`config.mk`:
```
export PLATFORM = sky130hd
export DESIGN_NAME = lab2_proc_fetch_inst_buf_flat
export DESIGN_NICKNAME = d
export VERILOG_FILES = /design/src/rtl/lab2_proc_fetch_inst_buf_if.sv /design/src/rtl/lab2_proc_fetch_inst_buf.sv /design/src/flat_wrapper.sv
export SDC_FILE = /design/constraint.sdc
export NUM_CORES = 1
export LEC_CHECK = 0
export CAP_MARGIN = 15
export CORE_ASPECT_RATIO = 0.6
export CORE_MARGIN = 2
export CORE_UTILIZATION = 40
export DETAILED_ROUTE_END_ITERATION = 10
export GPL_TIMING_DRIVEN = 0
export SKIP_LAST_GASP = 1
export SYNTH_ARGS = -nofsm -noshare
export SYNTH_HDL_FRONTEND = slang
export SYNTH_SLANG_ARGS = --single-unit
```
`constraint.sdc`:
```
create_clock -name clk -period 18.55 [get_ports clk]
set_clock_uncertainty 0.15 [all_clocks]
set_input_delay 1.855 -clock clk [delete_from_list [all_inputs] [get_ports clk]]
set_output_delay 1.855 -clock clk [all_outputs]
set_load 0.02 [all_outputs]
```
`src/rtl/lab2_proc_fetch_inst_buf_if.sv`:
```
// Handshake bundle between F imem port, the fetch buffer and D.
// master: F/D side driving requests; slave: the buffer itself.
interface lab2_proc_fetch_inst_buf_if;
    logic        req_sent;
    logic [31:0] req_pc;
    logic        inflight_full;
    logic        imemresp_val;
    logic        imemresp_rdy;
    logic [31:0] imemresp_data;
    logic        squash;
    logic        inst_val_D;
    logic        inst_rdy_D;
    logic [31:0] inst_D;
    logic [31:0] pc_D;

    modport master (
        output req_sent, req_pc, imemresp_val,
        output imemresp_data, squash, inst_rdy_D,
        input  inflight_full, imemresp_rdy,
        input  inst_val_D, inst_D, pc_D
    );

    modport slave (
        input  req_sent, req_pc, imemresp_val,
        input  imemresp_data, squash, inst_rdy_D,
        output inflight_full, imemresp_rdy,
        output inst_val_D, inst_D, pc_D
    );
endinterface

```
`src/rtl/lab2_proc_fetch_inst_buf.sv`:
```
// Fetch-to-decode buffer: pairs imem responses with request PCs,
// queues {pc,inst} for D and drops responses made stale by squash.
// Ports: clk, reset (sync, active-high), bus (slave modport):
//   req_sent/req_pc in, inflight_full out, imemresp_val/data in,
//   imemresp_rdy out, squash in, inst_val_D/inst_D/pc_D out,
//   inst_rdy_D in.
// Macro LAB2_PROC_FETCH_BUF_BYPASS_EN: same-cycle response bypass
// onto D when the buffer is empty.
module lab2_proc_fetch_inst_buf #(
    parameter int p_num_entries  = 2,
    parameter int p_max_inflight = 2
) (
    input logic clk,
    input logic reset,
    lab2_proc_fetch_inst_buf_if.slave bus
);

    localparam int CW = $clog2(p_max_inflight + 1);
    localparam int OW = CW + 1;
    localparam int PW = (p_max_inflight > 1) ?
                        $clog2(p_max_inflight) : 1;
    localparam int BW = (p_num_entries > 1) ?
                        $clog2(p_num_entries) : 1;
    localparam int NW = $clog2(p_num_entries + 1);

    logic [31:0]   pcq [p_max_inflight];
    logic [PW-1:0] phead;
    logic [PW-1:0] ptail;
    logic [CW-1:0] pc_cnt;
    logic [CW-1:0] drop_cnt;

    logic [31:0]   bpc   [p_num_entries];
    logic [31:0]   binst [p_num_entries];
    logic [BW-1:0] bhead;
    logic [BW-1:0] btail;
    logic [NW-1:0] bcnt;

    logic          buf_empty;
    logic          buf_full;
    logic          dropping;
    logic          resp_fire;
    logic          live;
    logic          byp;
    logic          enq;
    logic          deq;
    logic [31:0]   head_pc;
    logic [OW-1:0] outstanding;

    function automatic logic [PW-1:0] pnext(
        input logic [PW-1:0] p
    );
        if (p == PW'(p_max_inflight - 1))
            return '0;
        return p + 1'b1;
    endfunction

    function automatic logic [BW-1:0] bnext(
        input logic [BW-1:0] p
    );
        if (p == BW'(p_num_entries - 1))
            return '0;
        return p + 1'b1;
    endfunction

    assign buf_empty = (bcnt == '0);
    assign buf_full  = (bcnt == NW'(p_num_entries));
    assign dropping  = (drop_cnt != '0);
    assign head_pc   = pcq[phead];

    assign bus.imemresp_rdy = dropping || !buf_full;
    assign resp_fire = bus.imemresp_val && bus.imemresp_rdy;
    assign live      = resp_fire && !dropping;

    assign outstanding = {1'b0, pc_cnt} + {1'b0, drop_cnt};
    assign bus.inflight_full =
        (outstanding == OW'(p_max_inflight));

    always_comb begin
        byp = 1'b0;
`ifdef LAB2_PROC_FETCH_BUF_BYPASS_EN
        byp = buf_empty && live && !bus.squash;
`endif
    end

    // Buffer head wins; bypass only shows through when empty.
    always_comb begin
        bus.inst_val_D = !buf_empty || byp;
        bus.inst_D     = '0;
        bus.pc_D       = '0;
        if (!buf_empty) begin
            bus.inst_D = binst[bhead];
            bus.pc_D   = bpc[bhead];
        end else if (byp) begin
            bus.inst_D = bus.imemresp_data;
            bus.pc_D   = head_pc;
        end
    end

    assign deq = !buf_empty && bus.inst_rdy_D;
    // A bypassed response D consumed now never needs a slot.
    assign enq = live && !bus.squash &&
                 !(byp && bus.inst_rdy_D);

    always_ff @(posedge clk) begin
        if (reset) begin
            phead    <= '0;
            ptail    <= '0;
            pc_cnt   <= '0;
            drop_cnt <= '0;
            bhead    <= '0;
            btail    <= '0;
            bcnt     <= '0;
        end else if (bus.squash) begin
            // Everything in flight becomes stale; the redirect
            // fetch issued this cycle is the only live entry.
            bhead    <= '0;
            btail    <= '0;
            bcnt     <= '0;
            drop_cnt <= drop_cnt + pc_cnt - CW'(resp_fire);
            phead    <= '0;
            ptail    <= bus.req_sent ? pnext('0) : '0;
            pc_cnt   <= CW'(bus.req_sent);
        end else begin
            if (bus.req_sent)
                ptail <= pnext(ptail);
            if (live)
                phead <= pnext(phead);
            pc_cnt <= pc_cnt + CW'(bus.req_sent) - CW'(live);
            if (resp_fire && dropping)
                drop_cnt <= drop_cnt - 1'b1;
            if (enq)
                btail <= bnext(btail);
            if (deq)
                bhead <= bnext(bhead);
            bcnt <= bcnt + NW'(enq) - NW'(deq);
        end
    end

    always_ff @(posedge clk) begin
        if (bus.req_sent)
            pcq[bus.squash ? '0 : ptail] <= bus.req_pc;
        if (enq) begin
            bpc[btail]   <= head_pc;
            binst[btail] <= bus.imemresp_data;
        end
    end

    a_req_full: assert property (
        @(posedge clk) disable iff (reset)
        !(bus.req_sent && bus.inflight_full));

    a_orphan: assert property (
        @(posedge clk) disable iff (reset)
        !(resp_fire && pc_cnt == '0 && drop_cnt == '0));

endmodule
```
`src/flat_wrapper.sv`:
```
// flat-port wrapper written by rule: the top's interface ports become plain ports
module lab2_proc_fetch_inst_buf_flat 
#(
    parameter int p_num_entries  = 2,
    parameter int p_max_inflight = 2
)
  (clk, reset, bus_req_sent, bus_req_pc, bus_imemresp_val, bus_imemresp_data, bus_squash, bus_inst_rdy_D, bus_inflight_full, bus_imemresp_rdy, bus_inst_val_D, bus_inst_D, bus_pc_D);
  lab2_proc_fetch_inst_buf_if bus_i ();
  input logic clk;
  input logic reset;
  input wire logic [$bits(bus_i.req_sent)-1:0] bus_req_sent;
  input wire logic [$bits(bus_i.req_pc)-1:0] bus_req_pc;
  input wire logic [$bits(bus_i.imemresp_val)-1:0] bus_imemresp_val;
  input wire logic [$bits(bus_i.imemresp_data)-1:0] bus_imemresp_data;
  input wire logic [$bits(bus_i.squash)-1:0] bus_squash;
  input wire logic [$bits(bus_i.inst_rdy_D)-1:0] bus_inst_rdy_D;
  output wire logic [$bits(bus_i.inflight_full)-1:0] bus_inflight_full;
  output wire logic [$bits(bus_i.imemresp_rdy)-1:0] bus_imemresp_rdy;
  output wire logic [$bits(bus_i.inst_val_D)-1:0] bus_inst_val_D;
  output wire logic [$bits(bus_i.inst_D)-1:0] bus_inst_D;
  output wire logic [$bits(bus_i.pc_D)-1:0] bus_pc_D;
  assign bus_i.req_sent = bus_req_sent;
  assign bus_i.req_pc = bus_req_pc;
  assign bus_i.imemresp_val = bus_imemresp_val;
  assign bus_i.imemresp_data = bus_imemresp_data;
  assign bus_i.squash = bus_squash;
  assign bus_i.inst_rdy_D = bus_inst_rdy_D;
  assign bus_inflight_full = bus_i.inflight_full;
  assign bus_imemresp_rdy = bus_i.imemresp_rdy;
  assign bus_inst_val_D = bus_i.inst_val_D;
  assign bus_inst_D = bus_i.inst_D;
  assign bus_pc_D = bus_i.pc_D;
  lab2_proc_fetch_inst_buf #(.p_num_entries(p_num_entries), .p_max_inflight(p_max_inflight)) u_core (.clk(clk), .reset(reset), .bus(bus_i));
endmodule
```
== Word level (Yosys, flattened, before mapping) ==
Memory sizes are Yosys's and may differ from the RTL's. A register that Yosys moved wholly into a read port is not among the register bits.
Cells that the tools add are included.
Word-level totals
  logic and storage cells: 82
  bits of input ports: 70
  memories kept: 3
  bits in registers: 10
  RAM bits: 192
  output and inout port bits: 67
Memories
  u_core.binst: words 2, bits a word 32, rd ports 1, clocked after Yosys merged registers in 1, wr ports 1, RTL line lab2_proc_fetch_inst_buf.sv:33  | logic [31:0] binst [p_num_entries];
  u_core.bpc: words 2, bits a word 32, rd ports 1, clocked after Yosys merged registers in 1, wr ports 1, RTL line lab2_proc_fetch_inst_buf.sv:32  | logic [31:0] bpc [p_num_entries];
  u_core.pcq: words 2, bits a word 32, rd ports 1, clocked after Yosys merged registers in 1, wr ports 1, RTL line lab2_proc_fetch_inst_buf.sv:26  | logic [31:0] pcq [p_max_inflight];
Cells by class
  multiplexer cells: 42
  reduce and logical (&&, ||, !) cells: 15
  equal/unequal tests: 2
  $add $sub $neg: 12
Operators by type and width (count)
  32-bit 2-to-1 mux: 2
  1-bit 2-to-1 mux: 38
  2-bit nonzero test: 3
  2-bit by 1-bit subtractor with 2-bit output: 3
  1-bit logical AND: 5
  1-bit adder, second input constant: 4
  2-bit by 1-bit adder with 2-bit output: 2
  1-bit zero test: 4
  2-bit 2-to-1 mux: 2
  2-bit by 2-bit adder with 3-bit output: 1
  3-bit by 2-bit == test with 1-bit output, second input constant: 1
  2-bit adder: 1
  2-bit == test, second input constant: 1
  2-bit zero test: 1
  2-bit OR reduction: 1
  2-bit by 1-bit subtractor with 2-bit output, second input constant: 1
  1-bit logical OR: 1

== Logic depth before layout (Yosys ltp) ==
  depth in word-level cells: 11
  gate-level depth with buffers: 10

== Worst setup path before layout ==
OpenSTA, ideal clock, no wires.
  kind: input -> register
  start: input bus_imemresp_val
  end: memory u_core.binst[0][0], enable pin
  data required time: 17.835 ns
  path buffers: 1
  library setup time: 0.565 ns
  cell stages on the path: 4
  slack: 11.166 ns
  data arrival time: 6.669 ns
  cells stage by stage: nand2_1 -> buf_2 -> or2_1 -> nor3_1
On the way
  cells in the longest elaborated chain, start to end: 5
RTL lines
  start: declaration: RTL line flat_wrapper.sv:13  | input wire logic [$bits(bus_i.imemresp_val)-1:0] bus_imemresp_val;
  1-bit logical AND: RTL line lab2_proc_fetch_inst_buf.sv:71  | assign resp_fire = bus.imemresp_val && bus.imemresp_rdy;
  1-bit logical AND: RTL line lab2_proc_fetch_inst_buf.sv:72  | assign live = resp_fire && !dropping;
  1-bit logical AND: RTL line lab2_proc_fetch_inst_buf.sv:101  | assign enq = live && !bus.squash &&
  1-bit 2-to-1 mux: RTL line lab2_proc_fetch_inst_buf.sv:142  | if (enq) begin
  1-bit 2-to-1 mux (not written as such): RTL line lab2_proc_fetch_inst_buf.sv:144  | binst[btail] <= bus.imemresp_data;
  end: declaration: RTL line lab2_proc_fetch_inst_buf.sv:33
Every way passes these cells.

== Worst setup path in the final report ==
  start: register u_core.pc_cnt[0]
  end: output bus_inflight_full
On the way
  cells in the longest elaborated chain, start to end: 2
RTL lines
  start: declaration: RTL line lab2_proc_fetch_inst_buf.sv:29  | logic [CW-1:0] pc_cnt;
  start signal: assignment: RTL line lab2_proc_fetch_inst_buf.sv:122  | pc_cnt <= CW'(bus.req_sent);
  start signal: assignment: RTL line lab2_proc_fetch_inst_buf.sv:128  | pc_cnt <= pc_cnt + CW'(bus.req_sent) - CW'(live);
  2-bit by 2-bit adder with 3-bit output: RTL line lab2_proc_fetch_inst_buf.sv:74  | assign outstanding = {1'b0, pc_cnt} + {1'b0, drop_cnt};
  3-bit by 2-bit == test with 1-bit output: RTL line lab2_proc_fetch_inst_buf.sv:76  | (outstanding == OW'(p_max_inflight));
  end: declaration: RTL line flat_wrapper.sv:17  | output wire logic [$bits(bus_i.inflight_full)-1:0] bus_inflight_full;
Every way passes these cells.

==> qor.csv <==
metric;value;unit
post_cts resized;0;
DRT Pass-1 Iters;4;
Static Leak;0.00340;µW
initial antenna violation count;2;
Cell Area, Synth;7870;µm²
Synth async-reset ratio;0;%
Total Power;1090;µW
metal2 WL;6.72;mm
first-pass GRT wire length;23.7;mm
fin nets;696;
flops & latches, synth;204;
period utilisation layout;23.7;%
Skew-Pair Late Insertion Delay;0.47;ns
FF+latch area;6010;µm²
count leader, synth;edfxtp_1;
register area share after synthesis;76.3;%
Starting Density;41.1;%
Slew HR;38.7;%
clock power share;36.4;%
postcts setup bufs;0;
count of buffers from port buffering;135;
worst hold path type;reg -> reg;
largest net degree at the start of global routing;33;
Worst Path Required;16.55;ns
reg2reg path depth;9;
I/O pins;137;
YS warnings;0;
clock root buffer;clkbuf_16;
total grt overflow;0;
WL/cell;17.5;µm
clk sinks;204;
vias per inst;4.74;
final worst slack;14.16;ns
Metal-1 WL;7.52;mm
routed via count;4256;
share of the synthesized area in the top cell type;73.3;%
WS Path Type;reg -> out;
net switching power;246;µW
crit path cell chain;ha_1, fa_1, nor3b_1, clkdlybuf4s50_1;
peak supply drop;0.0513;mV
Final Setup Violations;0;
Layout Utilization;54.3;%
gpl congestion;0.756;
pre-CTS setup slack;13.79;ns
most instantiated cells after synthesis;edfxtp_1, nor2_1, mux2i_1;
Die Span X;185;µm
actual slew at the worst max-slew pin;0.914;ns
Hold-fix buffers, CTS;0;
HPWL after detailed placement;10.7;mm
hold depth;2;
top_reg_cell synth;edfxtp_1;
Final Hold Fails;0;
Switching Share;22.5;%
Rows;39;
share of cells above drive strength 1;15.1;%
overall routing resource usage;15.0;%
unrepaired setup endpoints after global routing;false;
Post-synth EDFFs;192;
initial DRC count;249;
largest area contributor in the netlist;edfxtp_1;
Seq pwr share;49.4;%
Critical Path Fanout Max;5;
die area;20800;µm²
startpoint types;flop;
Final min period;4.39;ns
Comb pwr share;14.2;%
clock buffer count from CTS;19;
synthesized area per cell;17.4;µm²
Netlist cell types;36;
Worst path slowest cell;clkdlybuf4s50_1;
core footprint;19100;µm²
worst hold slack;0.362;ns
DR top layer;met5;
CTS H-tree lvls;1;
multi-input logic area;1710;µm²
Die Ht;113;µm
slowest cell delay on critical path;0.64;ns
WL final;15.7;mm
Clk pin slew, worst setup/hold paths;0.06;ns
P_int;848;µW
pwr dens;105;nW/µm²
fmax;228;MHz
cells after synthesis;451;
post-route setup TNS;0;ns
max-cap check violation count;0;
post-route antenna net violation count;0;
met3 routed WL;1.02;mm
Mapped Nets;529;
DR DRC count;0;
CTS Buffer Depth;3;
FILL cells;1581;
max-slew violations;0;
element type at the critical path end;output port;
outcome;completed;
vias in the first global route;4371;
CTS tree;built;
area grow syn2layout;32.0;%
top post-synthesis cells by area;edfxtp_1, mux2i_1, mux2_2, nor2_1, dfxtp_1;
crit path DAT;2.39;ns
[per-stage QoR]
step	instance area [µm²]	std cells
5_1_grt	10400	896
6_report	10400	897
3_3_place_gp	9550	852
4_1_cts	10400	896
3_5_place_dp	9740	863
2_1_floorplan	7870	451
[registers in the layout (all words and copies together), names as in the netlist, named ones only]
name	flops
u_core.btail	1
u_core.pcq	64
u_core.bpc	64
u_core.ptail	1
u_core.binst	64
u_core.pc_cnt	2
u_core.bcnt	2
u_core.bhead	1
u_core.phead	1
u_core.drop_cnt	2
[worst max-delay path: cells and delay by family (launching register included)]
kind                     cells  cell delay (ns)
flip-flops                   1             0.38
AND/OR/NAND/NOR              1             0.20
adder cells (fa/ha/maj)      2             0.70
buffers and inverters        1             0.64
[cell usage in the layout (no fill, tap or decap), types with 3 or more instances in the layout]
cell type and count:
inv_1 8, dfxtp_1 12, buf_6 5, clkbuf_16 19
buf_8 6, mux2_1 3, bufinv_16 4, a21oi_1 4
buf_4 6, clkbuf_1 4, clkdlybuf4s50_1 135, clkinv_1 6
o21ai_0 3, nor3b_1 4, xnor2_1 5, edfxtp_1 192
nor2_1 68, ha_1 7, mux2i_1 65, mux2_2 30
buf_2 12
[power groups by stage]
stage	Sequential [µW]	Combinational [µW]	Clock (µW)
6_report	540	156	398
2_1_floorplan	551	82.5	0
3_5_place_dp	550	156	0
3_3_place_gp	554	145	0
4_1_cts	541	158	411
5_1_grt	542	168	429
[per-layer routing]
layer	track usage, %	vias up
li1	-	2022
met2	23.1	147
met3	3.70	27
met1	21.1	2058
met5	0	-
met4	4.23	2
[area by class of cell]
class / count / share of cell area [%]
antenna: 1 / 0.0241
multi-input combinational: 216 / 16.5
sequential: 204 / 57.8
inverter: 9 / 0.349
clock inverter: 12 / 1.47
buffer: 22 / 1.30
clock buffer: 21 / 4.65
tap: 266 / 3.21
timing repair buffer: 146 / 14.7
[path summary, 6_finish.rpt]
| check | startpoint | end | slack (ns) |
|---|---|---|---|
| worst max-delay path | u_core.pc_cnt[0]$_SDFF_PP0_ | bus_inflight_full | 14.16 |
| worst min register to register | u_core.phead$_SDFFE_PP0P_ | u_core.phead$_SDFFE_PP0P_ | 0.36 |
| worst min-delay path | u_core.phead$_SDFFE_PP0P_ | u_core.phead$_SDFFE_PP0P_ | 0.36 |
| worst max register to register | u_core.drop_cnt[1]$_SDFFE_PP0P_ | u_core.binst[0][25]$_DFFE_PP_ | 15.57 |
[logic make-up (layout without fill, tap and decap cells)]
group,after synthesis,count (layout),synth area share (%)
buffers and inverters,31,210,2.18
other,0,1,0
XOR/XNOR,6,6,0.668
adder cells (fa/ha/maj),8,8,1.37
flip-flops,204,204,76.3
AND/OR/NAND/NOR,90,90,5.23
AO/OA/AOI/OAI,14,14,1.21
multiplexers,98,98,13.0
(Power assumes the default switching activity.)
